--- config.mk ---
export PLATFORM = sky130hd
export DESIGN_NAME = pipe_ctrl
export DESIGN_NICKNAME = d
export VERILOG_FILES = /design/src/rtl/pipe_ctrl.sv
export SDC_FILE = /design/constraint.sdc
export NUM_CORES = 1
export LEC_CHECK = 0
export ABC_CLOCK_PERIOD_IN_PS = 2500
export CAP_MARGIN = 30
export CORE_MARGIN = 2
export CORE_UTILIZATION = 44
export DETAILED_ROUTE_END_ITERATION = 8
export HOLD_SLACK_MARGIN = 0.03
export PLACE_DENSITY = 0.84
export SLEW_MARGIN = 20
export SYNTH_ARGS = -nofsm -noshare
export SYNTH_HDL_FRONTEND = slang
export SYNTH_SLANG_ARGS = --single-unit
--- constraint.sdc ---
create_clock -name i_clk -period 2.5 [get_ports i_clk]
set_input_delay 0.5 -clock i_clk [delete_from_list [all_inputs] [get_ports i_clk]]
set_output_delay 0.5 -clock i_clk [all_outputs]
set_load 0.03 [all_outputs]
--- src/rtl/pipe_ctrl.sv ---
// rtl/pipe_ctrl.sv - pipeline stall merge, redirect sequencing and perf counters
module pipe_ctrl #(
  parameter int XLEN  = 32,
  parameter int CNT_W = 32
) (
  input  logic             i_clk,
  input  logic             i_rst,
  input  logic             i_stallreq_if,
  input  logic             i_stallreq_id,
  input  logic             i_stallreq_ex,
  input  logic             i_stallreq_mem,
  input  logic             i_ex_redirect,
  input  logic [XLEN-1:0]  i_ex_redirect_pc,
  input  logic             i_mem_excp,
  input  logic [XLEN-1:0]  i_excp_vec,
  output logic [5:0]       o_stall,
  output logic             o_flush,
  output logic             o_flush_ex,
  output logic [XLEN-1:0]  o_new_pc,
  output logic             o_pending,
  output logic [CNT_W-1:0] o_perf_stall_cnt,
  output logic [CNT_W-1:0] o_perf_flush_cnt
);

  typedef enum logic [1:0] {IDLE, PEND_BR, PEND_EXC} state_t;

  state_t           r_state;
  state_t           w_state_nxt;
  logic [XLEN-1:0]  r_pend_pc;
  logic [XLEN-1:0]  w_pend_pc_nxt;
  logic [CNT_W-1:0] r_stall_cnt;
  logic [CNT_W-1:0] r_flush_cnt;
  logic [5:0]       w_raw_stall;
  logic             w_ex_ok;
  logic             w_exc_ok;
  logic             w_flush;
  logic             w_flush_ex;
  logic [XLEN-1:0]  w_new_pc;

  always_comb begin
    w_raw_stall = 6'b000000;
    if (i_stallreq_mem)     w_raw_stall = 6'b011111;
    else if (i_stallreq_ex) w_raw_stall = 6'b001111;
    else if (i_stallreq_id) w_raw_stall = 6'b000111;
    else if (i_stallreq_if) w_raw_stall = 6'b000011;
  end

  assign w_ex_ok  = !i_stallreq_ex && !i_stallreq_mem;
  assign w_exc_ok = !i_stallreq_mem;

  // An exception always beats a branch: it belongs to the older instruction.
  always_comb begin
    w_state_nxt   = r_state;
    w_pend_pc_nxt = r_pend_pc;
    w_flush       = 1'b0;
    w_flush_ex    = 1'b0;
    w_new_pc      = '0;
    case (r_state)
      IDLE, PEND_BR: begin
        if (i_mem_excp) begin
          if (w_exc_ok) begin
            w_flush     = 1'b1;
            w_flush_ex  = 1'b1;
            w_new_pc    = i_excp_vec;
            w_state_nxt = IDLE;
          end else begin
            w_pend_pc_nxt = i_excp_vec;
            w_state_nxt   = PEND_EXC;
          end
        end else if (r_state == PEND_BR) begin
          if (w_ex_ok) begin
            w_flush     = 1'b1;
            w_new_pc    = r_pend_pc;
            w_state_nxt = IDLE;
          end
        end else if (i_ex_redirect) begin
          if (w_ex_ok) begin
            w_flush  = 1'b1;
            w_new_pc = i_ex_redirect_pc;
          end else begin
            w_pend_pc_nxt = i_ex_redirect_pc;
            w_state_nxt   = PEND_BR;
          end
        end
      end
      PEND_EXC: begin
        if (w_exc_ok) begin
          w_flush     = 1'b1;
          w_flush_ex  = 1'b1;
          w_new_pc    = r_pend_pc;
          w_state_nxt = IDLE;
        end
      end
      default: w_state_nxt = IDLE;
    endcase
    if (i_rst) begin
      w_flush    = 1'b0;
      w_flush_ex = 1'b0;
      w_new_pc   = '0;
    end
  end

  always_ff @(posedge i_clk) begin
    if (i_rst) begin
      r_state     <= IDLE;
      r_pend_pc   <= '0;
      r_stall_cnt <= '0;
      r_flush_cnt <= '0;
    end else begin
      r_state   <= w_state_nxt;
      r_pend_pc <= w_pend_pc_nxt;
      if ((o_stall != 6'b000000) && (r_stall_cnt != {CNT_W{1'b1}}))
        r_stall_cnt <= r_stall_cnt + 1'b1;
      if (w_flush && (r_flush_cnt != {CNT_W{1'b1}}))
        r_flush_cnt <= r_flush_cnt + 1'b1;
    end
  end

  assign o_stall          = (i_rst || w_flush) ? 6'b000000 : w_raw_stall;
  assign o_flush          = w_flush;
  assign o_flush_ex       = w_flush_ex;
  assign o_new_pc         = w_new_pc;
  assign o_pending        = !i_rst && (r_state != IDLE);
  assign o_perf_stall_cnt = i_rst ? '0 : r_stall_cnt;
  assign o_perf_flush_cnt = i_rst ? '0 : r_flush_cnt;

endmodule

## Word level (Yosys, flattened, before mapping)

Index checks and enable logic that the tools add are counted.

- Bits in registers: 98
- Latch bits: 0
- Bits in writable memories: 0
- Bits in read-only memories: 0
- Output and inout bits: 105
- Memories kept: 0

- $add $sub $neg: 2
- $mul: 0
- Divide/modulo/power cells: 0
- $lt $le $gt $ge: 0
- Equality and inequality tests: 11
- Shifts and indexed selects: 0
- Multiplexer cells: 39
- Bitwise gates (word level): 0
- Reductions and logical operators: 15

Operators by type and width:

| operator | number |
|---|---|
| 2-to-1 mux 32 bit | 15 |
| adder 32 x 1 -> 32 bit (second input constant) | 2 |
| != test 32 bit (second input constant) | 2 |
| one-hot mux 32 bit (2 select lines) | 1 |
| 2-to-1 mux 2 bit | 8 |
| != test 4 bit (second input constant) | 3 |
| 2-to-1 mux 1 bit | 8 |
| != test 2 bit (second input constant) | 4 |
| 2-to-1 mux 6 bit | 1 |
| nonzero test 6 bit | 1 |
| 2-to-1 mux 5 bit | 1 |
| AND reduction 5 bit | 1 |
| logical AND 1 bit | 4 |
| 2-to-1 mux 4 bit | 1 |
| one-hot mux 1 bit (2 select lines) | 2 |
| one-hot mux 2 bit (2 select lines) | 1 |
| AND reduction 4 bit | 1 |
| nonzero test 2 bit | 2 |
| zero test 1 bit | 3 |
| 2-to-1 mux 3 bit | 1 |
| == test 2 x 1 -> 1 bit (second input constant) | 1 |
| == test 2 bit (second input constant) | 1 |
| zero test 2 bit | 1 |
| OR reduction 2 bit | 1 |
| logical OR 1 bit | 1 |

## Logic depth before layout (Yosys ltp)

- Depth in word-level cells: 12
- Depth in mapped cells: 7

## Worst setup path before layout

No wires, ideal clock.

- Path type: in2out
- From: input port i_stallreq_mem
- To: output port o_new_pc[22]
- Data arrival time: 2.334 ns
- Required time: 2.000 ns
- Path slack: -0.334 ns
- Cell stages on the path: 6
- Buffers on the path: 2
- Cells stage by stage: clkbuf_1 > nor2_1 > clkbuf_1 > a21oi_1 > or4_1 > a21oi_1

- Word-level cells in the longest chain between the ends: 8

Ends and longest elaborated chain:

| item | line | source |
|---|---|---|
| start: declaration | 11 | `input logic i_stallreq_mem,` |
| zero test 1 bit | - |  |
| logical AND 1 bit | 48 | `assign w_ex_ok = !i_stallreq_ex && !i_stallreq_mem;` |
| 2-to-1 mux 32 bit | 77 | `if (w_ex_ok) begin` |
| 2-to-1 mux 32 bit | 76 | `end else if (i_ex_redirect) begin` |
| 2-to-1 mux 32 bit | 70 | `end else if (r_state == PEND_BR) begin` |
| 2-to-1 mux 32 bit | 60 | `if (i_mem_excp) begin` |
| one-hot mux 32 bit (2 select lines) * | 58 | `case (r_state)` |
| 2-to-1 mux 32 bit * | 96 | `if (i_rst) begin` |
| end: declaration | 19 | `output logic [XLEN-1:0] o_new_pc,` |

Every way passes the cells marked *; elsewhere a longest branch is shown, timed or not.

## Final worst setup path

- From: input port i_stallreq_ex
- To: output port o_new_pc[20]

- Word-level cells in the longest chain between the ends: 8

Ends and longest elaborated chain:

| item | line | source |
|---|---|---|
| start: declaration | 10 | `input logic i_stallreq_ex,` |
| zero test 1 bit * | 48 |  |
| logical AND 1 bit * | 48 |  |
| 2-to-1 mux 32 bit | 77 |  |
| 2-to-1 mux 32 bit | 76 |  |
| 2-to-1 mux 32 bit * | 70 |  |
| 2-to-1 mux 32 bit * | 60 |  |
| one-hot mux 32 bit (2 select lines) * | 58 |  |
| 2-to-1 mux 32 bit * | 96 |  |

Marks and branches as above.

==> impl_metrics.ini <==
[die]
core_um2 = 13900
die_w_um = 123
fp.dieH_um = 123
io_pins = 177
start_util_pct = 45.2
rows = 43
dieArea_um2 = 15200

[synth]
syn_nets = 875
yosys-top-cells-area = dfxtp_1 31%, nor2_1 6.2%, mux2i_1 5.1%
netlist_instances = 801
synth_seq_cells = 98
synth_edf_count = 0
ys.flop_type = dfxtp_1
synth_top_cell_by_area = dfxtp_1
syn_avg_cell_area_um2 = 7.83
yosysTopAreaCellShare_pct = 31.3
yosys_warnings = 0
synth_area_um2 = 6270
synthDistinctLibCells = 57
yosysSeqAreaShare_pct = 31.3
ys_async_sr_fraction_pct = 0

[critical_path]
cp.required_ps = 2000
worstPathMaxFanout = 4
critical_path_class = in -> out
slowest_stage = or4_4
crit_path_frequent_cell = buf_6
r2r_slack_ps = 110
crit_path_start_kind = input pin
worst_r2r_path_depth = 5
timing.rr.end = r_stall_cnt[5]
path_delay_family = buffers and inverters
crit_path_max_incr_delay_ps = 420
crit_path_end_kind = primary output
timing.rr.start = r_stall_cnt[21]
path_cells = buf_2 > nor3b_4 > buf_6 > buf_6 > buf_12 > a21oi_1 > or4_4 > a21oi_2 > buf_6
crit_buf_inv = 5
worstPathArrival_ps = 2000

[timing]
hold_violations = 0
slew_violations = 0
period_minus_slack_ps = 2500
setup_viol = 0
fin_skew_ps = 7.66
worst_hold_slack_ps = 504
fmax_mhz = 401
period_share_pct = 99.8
rsz0062_at_grt = yes

[outcome]
status = completed

[global_route]
antenna_found_initial = 1
grt_pass1_vias = 6167
grt_use_total_pct = 23.8
grt_max_degree = 49
grt_pass1_wl_um = 29400
grt-ovfl-total = 0

[routing]
wl_per_cell_um = 16.1
vias = 6712
drt-initial-drc-count = 493
via_per_inst = 5.71
antenna_left = 0
first_pass_iters = 5
routed_wl_um = 18900
drc = 0

[min_path]
min_path_type = reg -> reg
hold_depth = 2
hold_end = r_stall_cnt[12]
worstHoldStart = r_stall_cnt[12]

[placed_design]
place.gp.congestion = 0.859
post_dp_cell_area_um2 = 8540
dp_hpwl_um = 13400
io_buffer_count = 175

[finish]
utilization_pct = 65.4
final_common_cell = clkdlybuf4s50_1
nNetsFinal = 1064
drive_gt1_share_pct = 19.8
design_area_um2 = 9080
most-common-layout-cells = 130 x clkdlybuf4s50_1, 100 x nor2_1, 96 x dfxtp_1, 66 x buf_4, 48 x nor2b_1
syn2layout_area_growth_pct = 44.8

[cts]
htree_num_levels = 3
numClockSinks = 98
cts_tree = done
clock_latency_ps = 350
numCtsBuffers = 9
clk_path_buf_depth = 2
clock-root-buffer = clkbuf_16
path_clk_slew_ps = 70

[pwr]
leakagePower_uw = 0.00339
total_power_uw = 3850
ir_drop_mv = 0.364
cellPowerDensity_nw_per_um2 = 424

[run]
maxCapViolCount = 0
==> area by class of cell <==
class                           instances  area, um^2
Fill cell                            1176        4800
Clock inverter                          5        38.8
Timing Repair Buffer                  235        2350
Multi-Input combinational cell        621        4170
Inverter                               25        93.8
Clock buffer                           11         243
Tap cell                              180         225
Sequential cell                        98        1960
Antenna cell                            1        2.50
==> synth_stat cells (all sizes together) (2+ instances only) <==
cell and instances:
a211oi 34, a21o 4, a21oi 56, a22oi 40, and2 23, and3 8, and4 9, buf 13
clkbuf 44, dfxtp 98, ha 2, inv 25, mux2 31, mux2i 32, nand2 37, nand2b 3
nand3 22, nand3b 2, nand4 23, nor2 104, nor2b 48, nor3 24, nor3b 2, nor4 8
o211ai 2, o21ai 40, o311a 2, o311ai 3, o31ai 10, or2 3, or3 9, or4 24
xnor2 2, xor2 2
==> layer usage <==
metal	vias to the layer above	global-route usage [%]	part of all wire, %
li1	3312	-	-
met1	3158	29.7	44
met2	216	40.3	49
met3	26	5.67	5.4
met4	0	7.46	1.8
met5	-	0	0
==> worst register-to-register path, delay by kind of cell, from the launching register on <==
kind | cells | cell delay [ps]
compound gates | 1 | 510
simple gates | 3 | 1050
flops | 1 | 390
mux | 1 | 330
==> how the worst max path moves through the flow <==
stage / endpoint / cells after the start / start
2_1_floorplan: o_new_pc[22] / 6 / i_stallreq_mem
3_3_place_gp: o_new_pc[5] / 9 / i_stallreq_mem
3_5_place_dp: o_new_pc[5] / 9 / i_stallreq_mem
4_1_cts: o_new_pc[30] / 8 / i_stallreq_ex
5_1_grt: o_new_pc[20] / 9 / i_stallreq_ex
6_report: o_new_pc[20] / 9 / i_stallreq_ex
==> cells by family (layout without fill, tap and decap cells) <==
kind of cell,after synthesis,in the layout,share of synthesized area [%]
adders and majority gates,2,2,0.399
muxes,63,63,10.7
xor gates and xnor gates,4,4,0.559
AOI/OAI and AO/OA,201,201,22.0
DFF,98,98,31.3
other,1,2,0.0598
buffers and inverters,82,276,5.31
and+or+nand+nor,350,350,29.7
==> report_power, final <==
part           switching (uW)  internal, uW  total [uW]  leakage (uW)
registers                51.8          1620        1670      0.000799
clock network             630           709        1340      0.000136
logic                     435           402         838       0.00245
total                    1120          2730        3850       0.00339
==> registers in the layout (all words and copies together) (netlist names) <==
| register | cells |
|---|---|
| r_state | 2 |
| r_stall_cnt | 32 |
| r_pend_pc | 32 |
| r_flush_cnt | 32 |
==> metrics by stage <==
step                      TNS (ps)  instances  setup WS (ps)
after floorplan               -563        801          -70.4
after global placement      -14590       1152           -382
after detailed placement    -16400       1152           -417
after CTS                        0       1175           4.27
after global routing          -142       1176          -29.7
final                            0       1176           4.43
==> timing repair <==
action / in CTS / in global routing
gates resized for setup: 48 / 17
cloned: 2 / 0
pin swaps: 6 / 10
buffers inserted: 5 / 0
hold buffers: 0 / 0
endpoints found under the setup margin: 35 / 32
(Power assumes the default switching activity.)
==> RTL edit, RTL diff (same flow settings) <==
Encoding of `state_t`: now one-hot (3 bits for 3 states).
--- a/src/rtl/pipe_ctrl.sv
+++ b/src/rtl/pipe_ctrl.sv
@@ -24,3 +24,3 @@
 
-  typedef enum logic [1:0] {IDLE, PEND_BR, PEND_EXC} state_t;
+  typedef enum logic [2:0] {IDLE = 3'b001, PEND_BR = 3'b010, PEND_EXC = 3'b100} state_t;
 
Behaviour: no difference found for any inputs over 4 cycles, from zero or initial values and one cycle with i_rst high; so few cycles prove little.
==> RTL edit against the unedited design <==
- the run now ends with setup timing left
- design area is 16% higher
- wire length is 25% higher
- core utilization is 6.8 points higher
- non-clock buffer count is 27 higher
- sequential cell count is 1 higher
- global-route usage is 2.2 points higher
- synthesized area is 5.4% higher
- count of clock-buffer cells in the layout is 1 lower
- worst setup slack worse by 270 ps
- hold slack better by 13 ps
- cell count is 7.1% higher
Power is not compared: it rests on default switching activity, and its combinational part moved more than twofold at a synthesized area within 25%.
==> RTL edit: results (changes against the unedited design) <==
clocking:
  cts_root_buf: "clkbuf_16"
  postCtsSetupRepairBufs: 9  # +4
  clkTransAtPathRegs_ps: 70  # about the same
  cts_resized: 93  # +94%
  htreeDepth: 3  # unchanged
power_and_ir_drop:
  p_leak_uw: 0.00372
  switching_share_pct: 33.8
global_route:
  antenna_found_initial: 0  # -1
  grtUsageTotal_pct: 26.0  # +2.2 points
  grt_max_degree: 65  # +33%
  grt_first_pass_wirelength_um: 34600  # +18%
  grt_pass1_vias: 6968  # +13%
min_path:
  hold_end: "r_pend_pc[0]"
  hold_class: "flip-flop to flip-flop"
  whs_path_depth: 2  # unchanged
  hold_start: "r_pend_pc[0]"
worst_setup_path:
  cp.arrival_ps: 2260  # +260 ps
  crit_fanout: 8  # +4
  rrSetupSlack_ps: -100  # -210 ps
  timing.rr.end: "r_flush_cnt[12]"
  endpoint: "o_new_pc[31]"
  r2r_cells: 8  # +3
  crit_start: "r_state[0]"
synth:
  synthTopCellsByCount: "a21oi_1, dfxtp_1, nor2b_1, nor2_1, nand2_1"
  synth-seq-area-share_pct: 30.0  # -1.3 points
  yosys.cell_types.count: 55  # -3.5%
  synth.area.top_cells: "dfxtp_1, a21oi_1, nor2b_1"
  synthArstFlopShare_pct: 0  # unchanged
  syn_nets: 943  # +7.8%
final_layout:
  fillers: 1027  # -13%
  antenna_cells: 0  # -1
  finalNetCount: 1145  # +7.6%
  drive_gt1_share_pct: 28.0  # +8.2 points
timing:
  setup_violations: 41  # +41
  clock_skew_ps: 11.2  # +3.52 ps
  worst_slack_ps: -264  # -268 ps
  tightest_slew_ps: 595
drt:
  drtIter0Drc: 721  # +46%
  totalWireLength_um: 23700  # +25%
  vias: 7660  # +14%
placement:
  place.gp.congestion: 0.864  # +0.56%
  pre_cts_ws_ps: -543  # -126 ps
  portBuffers: 175  # unchanged
  place_area_um2: 9290  # +8.7%
  dp_hpwl_um: 14000  # +4.4%
outcome:
  run_status: "complete, but fails checks"
  failed_checks: "setup timing"
## RTL edit: changes by cell type after synthesis, sizes merged, moves of 15 or more
cell	delta
inv	-15
a21oi	+61
o21ai	-32
or4	+25
nor2b	+44
a22oi	-40
and2	-15
nand2	+29
## RTL edit: power groups by stage
stage	logic [uW]	registers (uW)	clock network, uW
2_1_floorplan	940	1800	0
3_3_place_gp	1470	1800	0
5_1_grt	2000	1800	1550
3_5_place_dp	1490	1810	0
6_report	1890	1790	1470
4_1_cts	1720	1780	1500
## RTL edit: metal layers
metal / vias to the layer above / wire, um / track usage (%)
met5: - / 0 / 0
met4: 0 / 660 / 8.08
met3: 66 / 1700 / 4.72
met2: 395 / 11600 / 44.8
met1: 3603 / 9760 / 33.1
li1: 3596 / - / -
## RTL edit: through the flow
step,setup TNS (ps),std cells,hold slack [ps]
CTS,-7060,1248,502
floorplan,-406,869,456
global placement,-38780,1217,472
finish,-7660,1260,517
global route,-12020,1260,538
detailed placement,-43310,1217,491
## RTL edit: cells by family after synthesis
kind of cell | synth area share, %
multiplexers | 11.7
XOR/XNOR | 0.132
other | 0.0567
adder cells (fa/ha/maj) | 0.378
flip-flops | 30.0
AND/OR/NAND/NOR | 34.8
AO/OA/AOI/OAI | 17.7
buffers and inverters | 5.28
## RTL edit: critical path: stages, from the launching register on
cell and delay, ps:
dfxtp_4 360, xnor2_2 140, buf_4 150, nor2_4 110
nand2_4 110, clkbuf_16 190, or4_4 550, a21oi_4 160
buf_6 150
## RTL edit: cell type report
class | instances | area, um^2 | share of cell area [%]
multi-input cells | 689 | 5160 | 49.0
repair buffers | 262 | 2810 | 26.7
flip-flops and latches | 99 | 1990 | 18.9
clock buffers | 10 | 239 | 2.27
well taps | 184 | 230 | 2.19
clock inverters | 6 | 73.8 | 0.701
inverters | 10 | 37.5 | 0.356
